[config.mk]
export PLATFORM = sky130hd
export DESIGN_NAME = mmio_interconnect_flat
export DESIGN_NICKNAME = d
export VERILOG_FILES = /design/src/rtl/mmio_interconnect_if.sv /design/src/rtl/mmio_interconnect.sv /design/src/flat_wrapper.sv
export SDC_FILE = /design/constraint.sdc
export NUM_CORES = 1
export LEC_CHECK = 0
export ABC_CLOCK_PERIOD_IN_PS = 2870
export BUFFER_PORTS_ARGS = -buffer_cell sky130_fd_sc_hd__buf_4
export CORE_AREA = 2 2 136 138
export DETAILED_ROUTE_END_ITERATION = 16
export DIE_AREA = 0 0 138 140
export GPL_ROUTABILITY_DRIVEN = 1
export SYNTH_ARGS = -nofsm -noshare
export SYNTH_HDL_FRONTEND = slang
export SYNTH_SLANG_ARGS = --single-unit
[constraint.sdc]
create_clock -name clk -period 2.87 [get_ports clk]
set_input_delay 0.287 -clock clk [delete_from_list [all_inputs] [get_ports clk]]
set_output_delay 0.287 -clock clk [all_outputs]
set_load 0.01 [all_outputs]
[src/rtl/mmio_interconnect_if.sv]
// Bus bundle between the CPU memory port, the interconnect and the MMIO slaves.
// "master" is the environment view (CPU + slaves); "slave" is the interconnect view.
interface mmio_interconnect_if #(
    parameter int N_SLAVES = 4,
    parameter int ADDR_W   = 32,
    parameter int DATA_W   = 32
);
    logic                       m_req;
    logic [ADDR_W-1:0]          m_addr;
    logic [DATA_W-1:0]          m_wdata;
    logic [DATA_W/8-1:0]        m_byteMask;
    logic                       m_write;
    logic [DATA_W-1:0]          m_rdata;
    logic                       m_ready;
    logic                       m_err;
    logic [N_SLAVES-1:0]        s_req;
    logic [ADDR_W-1:0]          s_addr;
    logic [DATA_W-1:0]          s_wdata;
    logic [DATA_W/8-1:0]        s_byteMask;
    logic                       s_write;
    logic [N_SLAVES*DATA_W-1:0] s_rdata;
    logic [N_SLAVES-1:0]        s_ready;
    logic [ADDR_W-1:0]          err_addr;
    logic [7:0]                 err_count;

    modport master (
        output m_req, m_addr, m_wdata, m_byteMask, m_write, s_rdata, s_ready,
        input  m_rdata, m_ready, m_err, s_req, s_addr, s_wdata, s_byteMask, s_write,
               err_addr, err_count
    );

    modport slave (
        input  m_req, m_addr, m_wdata, m_byteMask, m_write, s_rdata, s_ready,
        output m_rdata, m_ready, m_err, s_req, s_addr, s_wdata, s_byteMask, s_write,
               err_addr, err_count
    );
endinterface

[src/rtl/mmio_interconnect.sv]
// MMIO interconnect: address decode, per-slave wait states, watchdog timeout,
// bus-error response with sticky error address and saturating error count.
module mmio_interconnect #(
    parameter int                         N_SLAVES = 4,
    parameter int                         ADDR_W   = 32,
    parameter int                         DATA_W   = 32,
    parameter logic [N_SLAVES*ADDR_W-1:0] SLV_BASE = '0,
    parameter logic [N_SLAVES*ADDR_W-1:0] SLV_MASK = '0,
    parameter int                         TIMEOUT  = 15
) (
    input  logic                clk,
    input  logic                reset_n,
    mmio_interconnect_if.slave  bus
);
    localparam int SEL_W = (N_SLAVES > 1) ? $clog2(N_SLAVES) : 1;
    localparam int CNT_W = (TIMEOUT > 0) ? $clog2(TIMEOUT + 1) : 1;

    typedef enum logic [1:0] {IDLE, WAIT, MISS} state_t;

    state_t              r_state, w_next;
    logic [SEL_W-1:0]    r_sel, w_hit_idx;
    logic                w_hit;
    logic [CNT_W-1:0]    r_cnt;
    logic [ADDR_W-1:0]   r_addr, r_err_addr;
    logic [7:0]          r_err_count;
    logic                w_ready, w_err, w_sel_ready, w_timeout;
    logic [DATA_W-1:0]   w_rdata;
    logic [N_SLAVES-1:0] w_sreq;

    // Scan high to low so the lowest matching index is the one left standing.
    always_comb begin
        w_hit     = 1'b0;
        w_hit_idx = '0;
        for (int k = N_SLAVES - 1; k >= 0; k--) begin
            if ((bus.m_addr & SLV_MASK[k*ADDR_W +: ADDR_W]) ==
                (SLV_BASE[k*ADDR_W +: ADDR_W] & SLV_MASK[k*ADDR_W +: ADDR_W])) begin
                w_hit     = 1'b1;
                w_hit_idx = SEL_W'(k);
            end
        end
    end

    assign w_sel_ready = bus.s_ready[r_sel];
    assign w_timeout   = (TIMEOUT != 0) && (r_cnt == CNT_W'(TIMEOUT)) && !w_sel_ready;

    always_comb begin
        w_next  = r_state;
        w_sreq  = '0;
        w_ready = 1'b0;
        w_err   = 1'b0;
        w_rdata = '0;
        case (r_state)
            IDLE: begin
                if (bus.m_req) begin
                    if (w_hit) begin
                        w_sreq[w_hit_idx] = 1'b1;
                        w_next            = WAIT;
                    end else begin
                        w_next = MISS;
                    end
                end
            end
            WAIT: begin
                w_rdata = bus.s_rdata[r_sel*DATA_W +: DATA_W];
                if (w_sel_ready) begin
                    w_ready = 1'b1;
                    w_next  = IDLE;
                end else if (w_timeout) begin
                    // Abandon the slave; any later s_ready lands outside WAIT.
                    w_ready = 1'b1;
                    w_err   = 1'b1;
                    w_rdata = '0;
                    w_next  = IDLE;
                end
            end
            MISS: begin
                w_ready = 1'b1;
                w_err   = 1'b1;
                w_next  = IDLE;
            end
            default: w_next = IDLE;
        endcase
    end

    always_ff @(posedge clk) begin
        if (!reset_n) begin
            r_state     <= IDLE;
            r_sel       <= '0;
            r_cnt       <= '0;
            r_addr      <= '0;
            r_err_addr  <= '0;
            r_err_count <= '0;
        end else begin
            r_state <= w_next;
            if (r_state == IDLE && bus.m_req) begin
                r_addr <= bus.m_addr;
                r_sel  <= w_hit_idx;
                r_cnt  <= '0;
            end else if (r_state == WAIT && !w_sel_ready) begin
                r_cnt <= r_cnt + 1'b1;
            end
            if (w_ready && w_err) begin
                r_err_addr <= r_addr;
                if (r_err_count != 8'hFF) r_err_count <= r_err_count + 8'd1;
            end
        end
    end

    assign bus.s_req      = w_sreq;
    assign bus.m_ready    = w_ready;
    assign bus.m_err      = w_err;
    assign bus.m_rdata    = w_rdata;
    assign bus.s_addr     = bus.m_addr;
    assign bus.s_wdata    = bus.m_wdata;
    assign bus.s_byteMask = bus.m_byteMask;
    assign bus.s_write    = bus.m_write;
    assign bus.err_addr   = r_err_addr;
    assign bus.err_count  = r_err_count;
endmodule

[src/flat_wrapper.sv]
// flat-port wrapper written by rule: the top's interface ports become plain ports
module mmio_interconnect_flat 
#(
    parameter int                         N_SLAVES = 4,
    parameter int                         ADDR_W   = 32,
    parameter int                         DATA_W   = 32,
    parameter logic [N_SLAVES*ADDR_W-1:0] SLV_BASE = '0,
    parameter logic [N_SLAVES*ADDR_W-1:0] SLV_MASK = '0,
    parameter int                         TIMEOUT  = 15
)
  (clk, reset_n, bus_m_req, bus_m_addr, bus_m_wdata, bus_m_byteMask, bus_m_write, bus_s_rdata, bus_s_ready, bus_m_rdata, bus_m_ready, bus_m_err, bus_s_req, bus_s_addr, bus_s_wdata, bus_s_byteMask, bus_s_write, bus_err_addr, bus_err_count);
  mmio_interconnect_if #(.N_SLAVES(N_SLAVES), .ADDR_W(ADDR_W), .DATA_W(DATA_W)) bus_i ();
  input  logic clk;
  input  logic reset_n;
  input wire logic [$bits(bus_i.m_req)-1:0] bus_m_req;
  input wire logic [$bits(bus_i.m_addr)-1:0] bus_m_addr;
  input wire logic [$bits(bus_i.m_wdata)-1:0] bus_m_wdata;
  input wire logic [$bits(bus_i.m_byteMask)-1:0] bus_m_byteMask;
  input wire logic [$bits(bus_i.m_write)-1:0] bus_m_write;
  input wire logic [$bits(bus_i.s_rdata)-1:0] bus_s_rdata;
  input wire logic [$bits(bus_i.s_ready)-1:0] bus_s_ready;
  output wire logic [$bits(bus_i.m_rdata)-1:0] bus_m_rdata;
  output wire logic [$bits(bus_i.m_ready)-1:0] bus_m_ready;
  output wire logic [$bits(bus_i.m_err)-1:0] bus_m_err;
  output wire logic [$bits(bus_i.s_req)-1:0] bus_s_req;
  output wire logic [$bits(bus_i.s_addr)-1:0] bus_s_addr;
  output wire logic [$bits(bus_i.s_wdata)-1:0] bus_s_wdata;
  output wire logic [$bits(bus_i.s_byteMask)-1:0] bus_s_byteMask;
  output wire logic [$bits(bus_i.s_write)-1:0] bus_s_write;
  output wire logic [$bits(bus_i.err_addr)-1:0] bus_err_addr;
  output wire logic [$bits(bus_i.err_count)-1:0] bus_err_count;
  assign bus_i.m_req = bus_m_req;
  assign bus_i.m_addr = bus_m_addr;
  assign bus_i.m_wdata = bus_m_wdata;
  assign bus_i.m_byteMask = bus_m_byteMask;
  assign bus_i.m_write = bus_m_write;
  assign bus_i.s_rdata = bus_s_rdata;
  assign bus_i.s_ready = bus_s_ready;
  assign bus_m_rdata = bus_i.m_rdata;
  assign bus_m_ready = bus_i.m_ready;
  assign bus_m_err = bus_i.m_err;
  assign bus_s_req = bus_i.s_req;
  assign bus_s_addr = bus_i.s_addr;
  assign bus_s_wdata = bus_i.s_wdata;
  assign bus_s_byteMask = bus_i.s_byteMask;
  assign bus_s_write = bus_i.s_write;
  assign bus_err_addr = bus_i.err_addr;
  assign bus_err_count = bus_i.err_count;
  mmio_interconnect #(.N_SLAVES(N_SLAVES), .ADDR_W(ADDR_W), .DATA_W(DATA_W), .SLV_BASE(SLV_BASE), .SLV_MASK(SLV_MASK), .TIMEOUT(TIMEOUT)) u_core (.clk(clk), .reset_n(reset_n), .bus(bus_i));
endmodule
Yosys cells after proc, flatten, opt, wreduce, memory -nomap -nowiden
Index checks and enable logic that the tools add are counted.
W data, S select, Z words.
{"block": "op_classes", "mux": 14, "eq_ne": 6, "addsub": 2, "reduce_logical": 9, "n_bitwise": 1}
{"cell": "$mux W32", "n": 3}
{"cell": "$add A8 B1 Y8 const B", "n": 1}
{"cell": "$ne A8 B8 Y1 const B", "n": 1}
{"cell": "$mux W2", "n": 3}
{"cell": "$add A4 B1 Y4 const B", "n": 1}
{"cell": "$eq A4 B4 Y1 const B", "n": 1}
{"cell": "$logic_and A1 B1 Y1", "n": 4}
{"cell": "$mux W1", "n": 4}
{"cell": "$mux W4", "n": 1}
{"cell": "$pmux W1 S2", "n": 2}
{"cell": "$pmux W2 S2", "n": 1}
{"cell": "$reduce_and A2 Y1", "n": 2}
{"cell": "$ne A3 B1 Y1 const B", "n": 1}
{"cell": "$eq A2 B1 Y1 const B", "n": 1}
{"cell": "$eq A2 B2 Y1 const B", "n": 1}
{"cell": "$logic_not A2 Y1", "n": 1}
{"cell": "$ne A2 B2 Y1 const B", "n": 1}
{"cell": "$reduce_or A2 Y1", "n": 1}
{"cell": "$logic_not A1 Y1", "n": 1}
{"cell": "$not A1 Y1", "n": 1}
{"block": "totals", "in_bits": 204, "ff_bits": 78, "wordCells": 37, "output_inout_bits": 147}

Depth between registers and ports, before layout
Gate-level depths: netlist of the first run.
{"block": "depth", "depth_word": 7, "mapped_depth": 8, "mapped_depth_nobuf": 6}

Worst setup path after synthesis of the first run
Ideal clock, no wire load.
{"block": "synth_path", "kind": "reg2reg", "start": "register u_core.r_cnt[0]", "end": "register u_core.r_err_count[6] (netlist: u_core.bus.err_count[6])", "setup_slack_ns": 1.172, "path_stages_with_launch": 7, "arrival_time_ns": 1.627, "setup_time_ns": 0.070, "path_cell_list": "dfxtp_1 > ha_1 > and4b_2 > nand2_1 > buf_6 > or4_1 > a21oi_1"}
{"block": "synth_via", "elab_chain_len": 7}
{"item": "from (decl)", "line_no": "mmio_interconnect.sv:23", "rtl": "logic [CNT_W-1:0] r_cnt;"}
{"item": "from (signal assigned)", "line_no": "mmio_interconnect.sv:100", "rtl": "r_cnt <= r_cnt + 1'b1;"}
{"item": "$eq A4 B4 Y1 (*)", "line_no": "mmio_interconnect.sv:44", "rtl": "assign w_timeout = (TIMEOUT != 0) && (r_cnt == CNT_W'(TIMEOUT)) && !w_sel_ready;"}
{"item": "$logic_and A1 B1 Y1 (*)", "line_no": "mmio_interconnect.sv:44"}
{"item": "$mux W1 (*)", "line_no": "mmio_interconnect.sv:68", "rtl": "end else if (w_timeout) begin"}
{"item": "$mux W1", "line_no": "mmio_interconnect.sv:65", "rtl": "if (w_sel_ready) begin"}
{"item": "$pmux W1 S2", "line_no": "mmio_interconnect.sv:52", "rtl": "case (r_state)"}
{"item": "$logic_and A1 B1 Y1 (*)", "line_no": "mmio_interconnect.sv:102", "rtl": "if (w_ready && w_err) begin"}
{"item": "$reduce_and A2 Y1 (no line) (*)"}
{"item": "to (signal assigned)", "line_no": "mmio_interconnect.sv:104", "rtl": "if (r_err_count != 8'hFF) r_err_count <= r_err_count + 8'd1;"}
{"item": "to (decl)", "line_no": "mmio_interconnect.sv:25", "rtl": "logic [7:0] r_err_count;"}
Mark *: on every way between the ends. The rest lies on a longest branch, timed or not.
A chain may end at the register's enable or synchronous reset.

Worst setup path after layout of the first run
{"block": "layout_path", "start": "register u_core.r_cnt[0]", "end": "output port bus_m_err"}
{"block": "layout_via", "elab_chain_len": 5}
{"item": "$eq A4 B4 Y1", "line_no": "mmio_interconnect.sv:44"}
{"item": "$logic_and A1 B1 Y1", "line_no": "mmio_interconnect.sv:44"}
{"item": "$mux W1", "line_no": "mmio_interconnect.sv:68"}
{"item": "$mux W1", "line_no": "mmio_interconnect.sv:65"}
{"item": "$pmux W1 S2", "line_no": "mmio_interconnect.sv:52"}
{"item": "to (decl)", "line_no": "flat_wrapper.sv:24", "rtl": "output wire logic [$bits(bus_i.m_err)-1:0] bus_m_err;"}
No other way between the ends.

==> metrics.txt, run 1 <==
PwrDens 536.2 mW/mm²; I/O pin count 351; ant diodes 0; RSZ-0062 raised after global routing false; post-cts sizing count 0; Yosys reg bits 77; Max VDD drop 250.2 µV; met2 Use GR 19.23%; Rows slightly below 50; skew final roughly 4.2 ps; Global Route met1 Usage 11.02%; endpoint arrival time on the critical path between 2000 and 2500 ps; Post-Syn Area per Cell 7.724 µm²; Mapped Area 0.003607 mm²; Bufs and invs on worst path 3; Switch Pwr 612.6 µW; number of maximum-capacitance violations 0; ys async rst share 0%; sw frac 23.05%; YS warnings 0; GRT Residual Overflow 0; Clock transition at path regs 60 ps; fin crit share around 83%; drt first pass iters 4; clk sinks 77; number of flops mapped to enable cells by yosys 0; CTS root buf clkbuf_16; area occupied by multi-input gates 0.001418 mm²; post-DP HPWL 7862 µm; crit-path max FO 25; GR Util All Layers 10.86%; placed insts 782; area grow syn2layout 37.43%; Int Pwr 2046 µW; Die Height 140 µm; die area 0.01932 mm²; Nets 770; Max stage delay on crit path 380 ps; Startpoint Class register; setup TNS 0 ps; fin. max-slew vios 0; core footprint 0.01778 mm²; status complete, no violations; worst path cell trace ha_1 > and4b_2 > nand2_2 > clkinv_1 > buf_4 > buf_4; routing usage on met3 under 10%; worst min path class primary input to register; Final min period 2392 ps; Filler Cell Count 1,956; post-route insts no fill 798; pin count of the biggest net entering global routing 73; register area share after synthesis between 40 and 50%; CTS H-tree lvls 3; ys flop type dfxtp_1; Synth Instances 467; Critical Path End Type output port; ANT nets after route 0; most numerous cell in the Yosys netlist nand2_1; global routing's busiest layer met2; Clock Path Buffers 2; Crit Path Category register to output port; wire per inst 13.48 µm; worst endpoint required time 2580 ps; total CTS buffers 9; worst-skew pair later-pin latency 330 ps; top cells by area in the synthesized netlist dfxtp_1 (43%), buf_4 (15%), nand2_1 (14%), a21oi_1 (9.9%), and2_1 (5.5%); Slowest-stage cell, CP dfxtp_1; Post-synth top cells nand2_1 (136), dfxtp_1 (77), buf_4 (72); CP delay by family, top buffers and inverters; antenna violations before repair 0; CP most frequent cell buf_4; TritonCTS clock tree yes; register area around 0.0015 mm²; number of hold violations in the final report 0; Clk network pwr share 46.8%; Vias per Instance 4.074; hold bufs inserted after CTS 0; port bufs 174; Yosys top cell by area dfxtp_1; vias around 3.3k; first-pass GRT wire length 16,360 µm; post-CTS setup buffers 0; vias in the first global route 2,991; # setup viols final 0; Final GP Congestion 0.7204; chip width 138 µm; Seq pwr share 42.0%; DRC 0; share of cells above drive strength 1 between 30% and 40%; Pleak between 0.002 and 0.0025 µW; initial core utilization between 20% and 30%; Starting DRT DRC Count 107; Total Routed Length 10,760 µm; maximum clock frequency 0.4181 GHz; combinational power share roughly 11%; distinct cell type count after synthesis 37; top cell type's share of synthesized area 42.73%
-- metrics by stage --
stage	hold slack, ps	worst slack, ps	util [%]	power, µW	area [µm²]
floorplan	418.2	1172	-	1347	3615
global placement	438.5	816.9	26.05	1443	4632
detailed placement	443.4	807.6	26.05	1445	4632
CTS	182.3	426.4	27.88	2713	4957
global route	191.7	310.6	27.88	2772	4957
finish	200.6	478.4	27.88	2658	4957
-- cells by family after synthesis --
group                    count (synthesis)  synth area share [%]
AO/OA/AOI/OAI                           82                 11.90
XOR/XNOR                                 4                0.9714
adder cells (fa/ha/maj)                  2                0.6936
buffers and inverters                  101                 18.31
flip-flops                              77                 42.73
multiplexers                             2                0.5897
other                                    1                0.1040
AND/OR/NAND/NOR                        198                 24.70
-- layout make-up --
class                           instances  area share (%)
Inverter                                4          0.3029
Clock buffer                           11           4.897
Timing Repair Buffer                  181           27.66
Sequential cell                        77           31.10
Multi-Input combinational cell        291           28.60
Clock inverter                          5           1.666
Tap cell                              229           5.780
-- worst min-delay path, stage by stage --
cell     delay (ps)
buf_4           110
nand2_1          40
a21oi_1          50
-- final timing paths --
kind	slack, ps	endpoint	cells after the start	from
max	480	bus_m_err	6	u_core.r_cnt[0]$_SDFFE_PP0P_
min	200	u_core.r_addr[11]$_SDFFE_PN0P_	3	bus_m_addr[11]
max reg2reg	970	u_core.bus.err_count[4]$_SDFFE_PN0P_	5	u_core.r_cnt[0]$_SDFFE_PP0P_
min reg2reg	450	u_core.bus.err_addr[20]$_SDFFE_PN0P_	2	u_core.r_addr[20]$_SDFFE_PN0P_
-- per-layer routing --
metal  share of wire (%)  vias up  wire length [µm]
li1                    -     1625                 -
met1                  37     1432              3975
met2                  50      176              5412
met3                 9.9       18              1063
met4                 2.9        0               309
met5                   0        -                 0
-- registers in the layout (all words and copies together) (netlist names) --
name	cells
u_core.bus.err_count	8
u_core.r_cnt	4
u_core.r_state	1
u_core.bus.err_addr	32
u_core.r_addr	32
-- placed cells by master (no fill, tap or decap), types with 4 or more instances in the layout --
cell type	instances
a21oi_1	71
o21ai_0	4
and2_1	32
nor2_1	7
dfxtp_1	77
nand2_1	135
buf_4	180
nand3_1	4
clkbuf_16	9
-- power by group through the flow --
stage / sequential (µW) / combinational [µW] / clock, µW
6_report: 1120 / 298 / 1240
4_1_cts: 1120 / 306 / 1290
3_5_place_dp: 1140 / 305 / 0
2_1_floorplan: 1130 / 213 / 0
3_3_place_gp: 1140 / 303 / 0
5_1_grt: 1120 / 328 / 1320
(Power assumes the default switching activity.)
==> inputs of run 2 (changes only) <==
ABC_CLOCK_PERIOD_IN_PS = 2200   (was 2870)
clock period = 2.2 ns   (was 2.87 ns; I/O delays follow)
==> run 2 against run 1 <==
  * Final area decreased by 0.53%
  * Hold slack worse by 63 ps
  * Final cell count grew 0.38%
  * Clock-buffer cell count is the same
  * Clock power is 7% higher
  * Non-clock buffer count grew 4
  * Sequential cell count is the same
  * Utilization is 0.15 points lower
  * Die area is the same
  * Combinational power increased by 36%
  * Setup slack got worse by 390 ps
  * Total power rose by 20%
  * Critical path type unchanged
  * Largest cell class unchanged
  * Highest routed layer unchanged
==> metrics.txt, run 2 (synthesized netlist as in run 1, its figures left out) <==
initial core utilization 20.29%; drt first pass iters 4; Area after DPL between 0.004 and 0.005 mm²; hold bufs inserted after CTS 0; commonest non-fill, non-tap cell in the layout buf_4; GR Util All Layers a little over a tenth; PwrDens around 650 mW/mm²; FF-to-FF End u_core.bus.err_count[6]$_SDFFE_PN0P_; Final GP Congestion 0.7331; Max VDD drop 326.3 µV; area occupied by multi-input gates between 0.001 and 0.0015 mm²; register area 0.001541 mm²; wire per inst 13.85 µm; port bufs roughly 170; number of maximum-capacitance violations 0; worst-skew pair later-pin latency around 340 ps; crit-path max FO 16; # setup viols final 0; CTS root buf clkbuf_16; Rows 49; Critical Path End Type output port; endpoint arrival time on the critical path approximately 1900 ps; first-pass GRT wire length 16,490 µm; reg-to-reg slack, setup 230 ps; share of cells above drive strength 1 35.84%; Crit Path Category register to output port; worst path cell trace ha_1 > and4b_2 > nor2b_2 > buf_6 > and2_1 > buf_4; fin util 27.73%; ANT nets after route 0; TritonCTS clock tree yes; Startpoint Class register; worst setup path startpoint u_core.r_cnt[0]$_SDFFE_PP0P_; number of hold violations in the final report 0; skew final 7.365 ps; maximum clock frequency roughly 0.47 GHz; Pleak 0.002120 µW; Relative slew margins 66.21%; Max stage delay on crit path 340 ps; Final min period 2110 ps; CP Capture Point bus_m_rdata[8]; Worst-Margin Slew 506.9 ps; Filler Cell Count between 1.5k and 2k; core footprint 0.01778 mm²; post-CTS setup buffers 0; Slowest-stage cell, CP dfxtp_1; clk sinks a little under 80; die area 0.01932 mm²; Clock transition at path regs 60 ps; Starting DRT DRC Count about 100; worst min path class primary input to register; most frequent cells in the layout buf_4 (183), nand2_1 (135), dfxtp_1 (77), a21oi_1 (71), and2_1 (32); chip width 138 µm; reg2reg path depth 6; post-DP HPWL ~8200 µm; ant diodes 0; total CTS buffers 9; fin crit share around 96%; Die Height about 140 µm; area grow syn2layout 36.70%; I/O pin count 351; vias in the first global route 2,997; post-cts sizing count 0; Clock Path Buffers 2; Total Routed Length 11,090 µm; post-route cell area 0.004931 mm²; HP Start bus_m_addr[23]; Nets 774; status complete, no violations; antenna violations before repair 0; vias 3,300; pin count of the biggest net entering global routing 49; hold slack final between 100 and 150 ps; worst endpoint required time 1980 ps; DRC 0; GRT Residual Overflow 0; CTS H-tree lvls 3; fin. max-slew vios 0; Vias per Instance 4.120; r2r startpoint u_core.r_cnt[0]$_SDFFE_PP0P_
[run 2: metrics by stage]
stage	total power [µW]	TNS (ps)	setup WS [ps]	std cells
final	3185	0	89.54	801
after CTS	3255	0	30.53	800
after detailed placement	1891	0	271.2	785
after floorplan	1758	0	502.3	469
after global placement	1888	0	289.2	785
after global routing	3339	-2.029	-2.029	801
[run 2: layout make-up]
cell class,instances,area share (%)
Multi-Input combinational cell,291,28.80
Timing Repair Buffer,185,28.50
Tap cell,229,5.811
Sequential cell,77,31.26
Clock inverter,4,0.5329
Inverter,4,0.3806
Clock buffer,11,4.720
[run 2: critical path: cells and delay by family, from the launching register on]
family | cells | cell delay [ps]
fa+ha+maj | 1 | 230
simple gates | 3 | 660
buf+inv | 2 | 320
flops | 1 | 340
[run 2: worst min path at each step]
stage          cells after the start                                   end  slack, ps
2_1_floorplan                      1  u_core.bus.err_count[7]$_SDFFE_PN0P_        350
4_1_cts                            3        u_core.r_addr[23]$_SDFFE_PN0P_        120
3_3_place_gp                       2  u_core.bus.err_addr[12]$_SDFFE_PN0P_        440
6_report                           3        u_core.r_addr[23]$_SDFFE_PN0P_        140
5_1_grt                            3        u_core.r_addr[12]$_SDFFE_PN0P_        120
3_5_place_dp                       0                       bus_s_wdata[12]        440
[run 2: report_power, final]
| part | total, µW | internal, µW | switching (µW) |
|---|---|---|---|
| registers | 1450 | 1430 | 20.5 |
| logic | 406 | 213 | 192 |
| clock network | 1330 | 756 | 570 |
| total | 3180 | 2400 | 782 |
[run 2: per-layer routing]
layer / track usage [%] / vias up / routed length [µm]
met5: 0 / - / 0
met4: 4.350 / 0 / 261
met3: 4.615 / 17 / 1059
met2: 19.41 / 174 / 5539
met1: 11.47 / 1472 / 4229
li1: - / 1637 / -
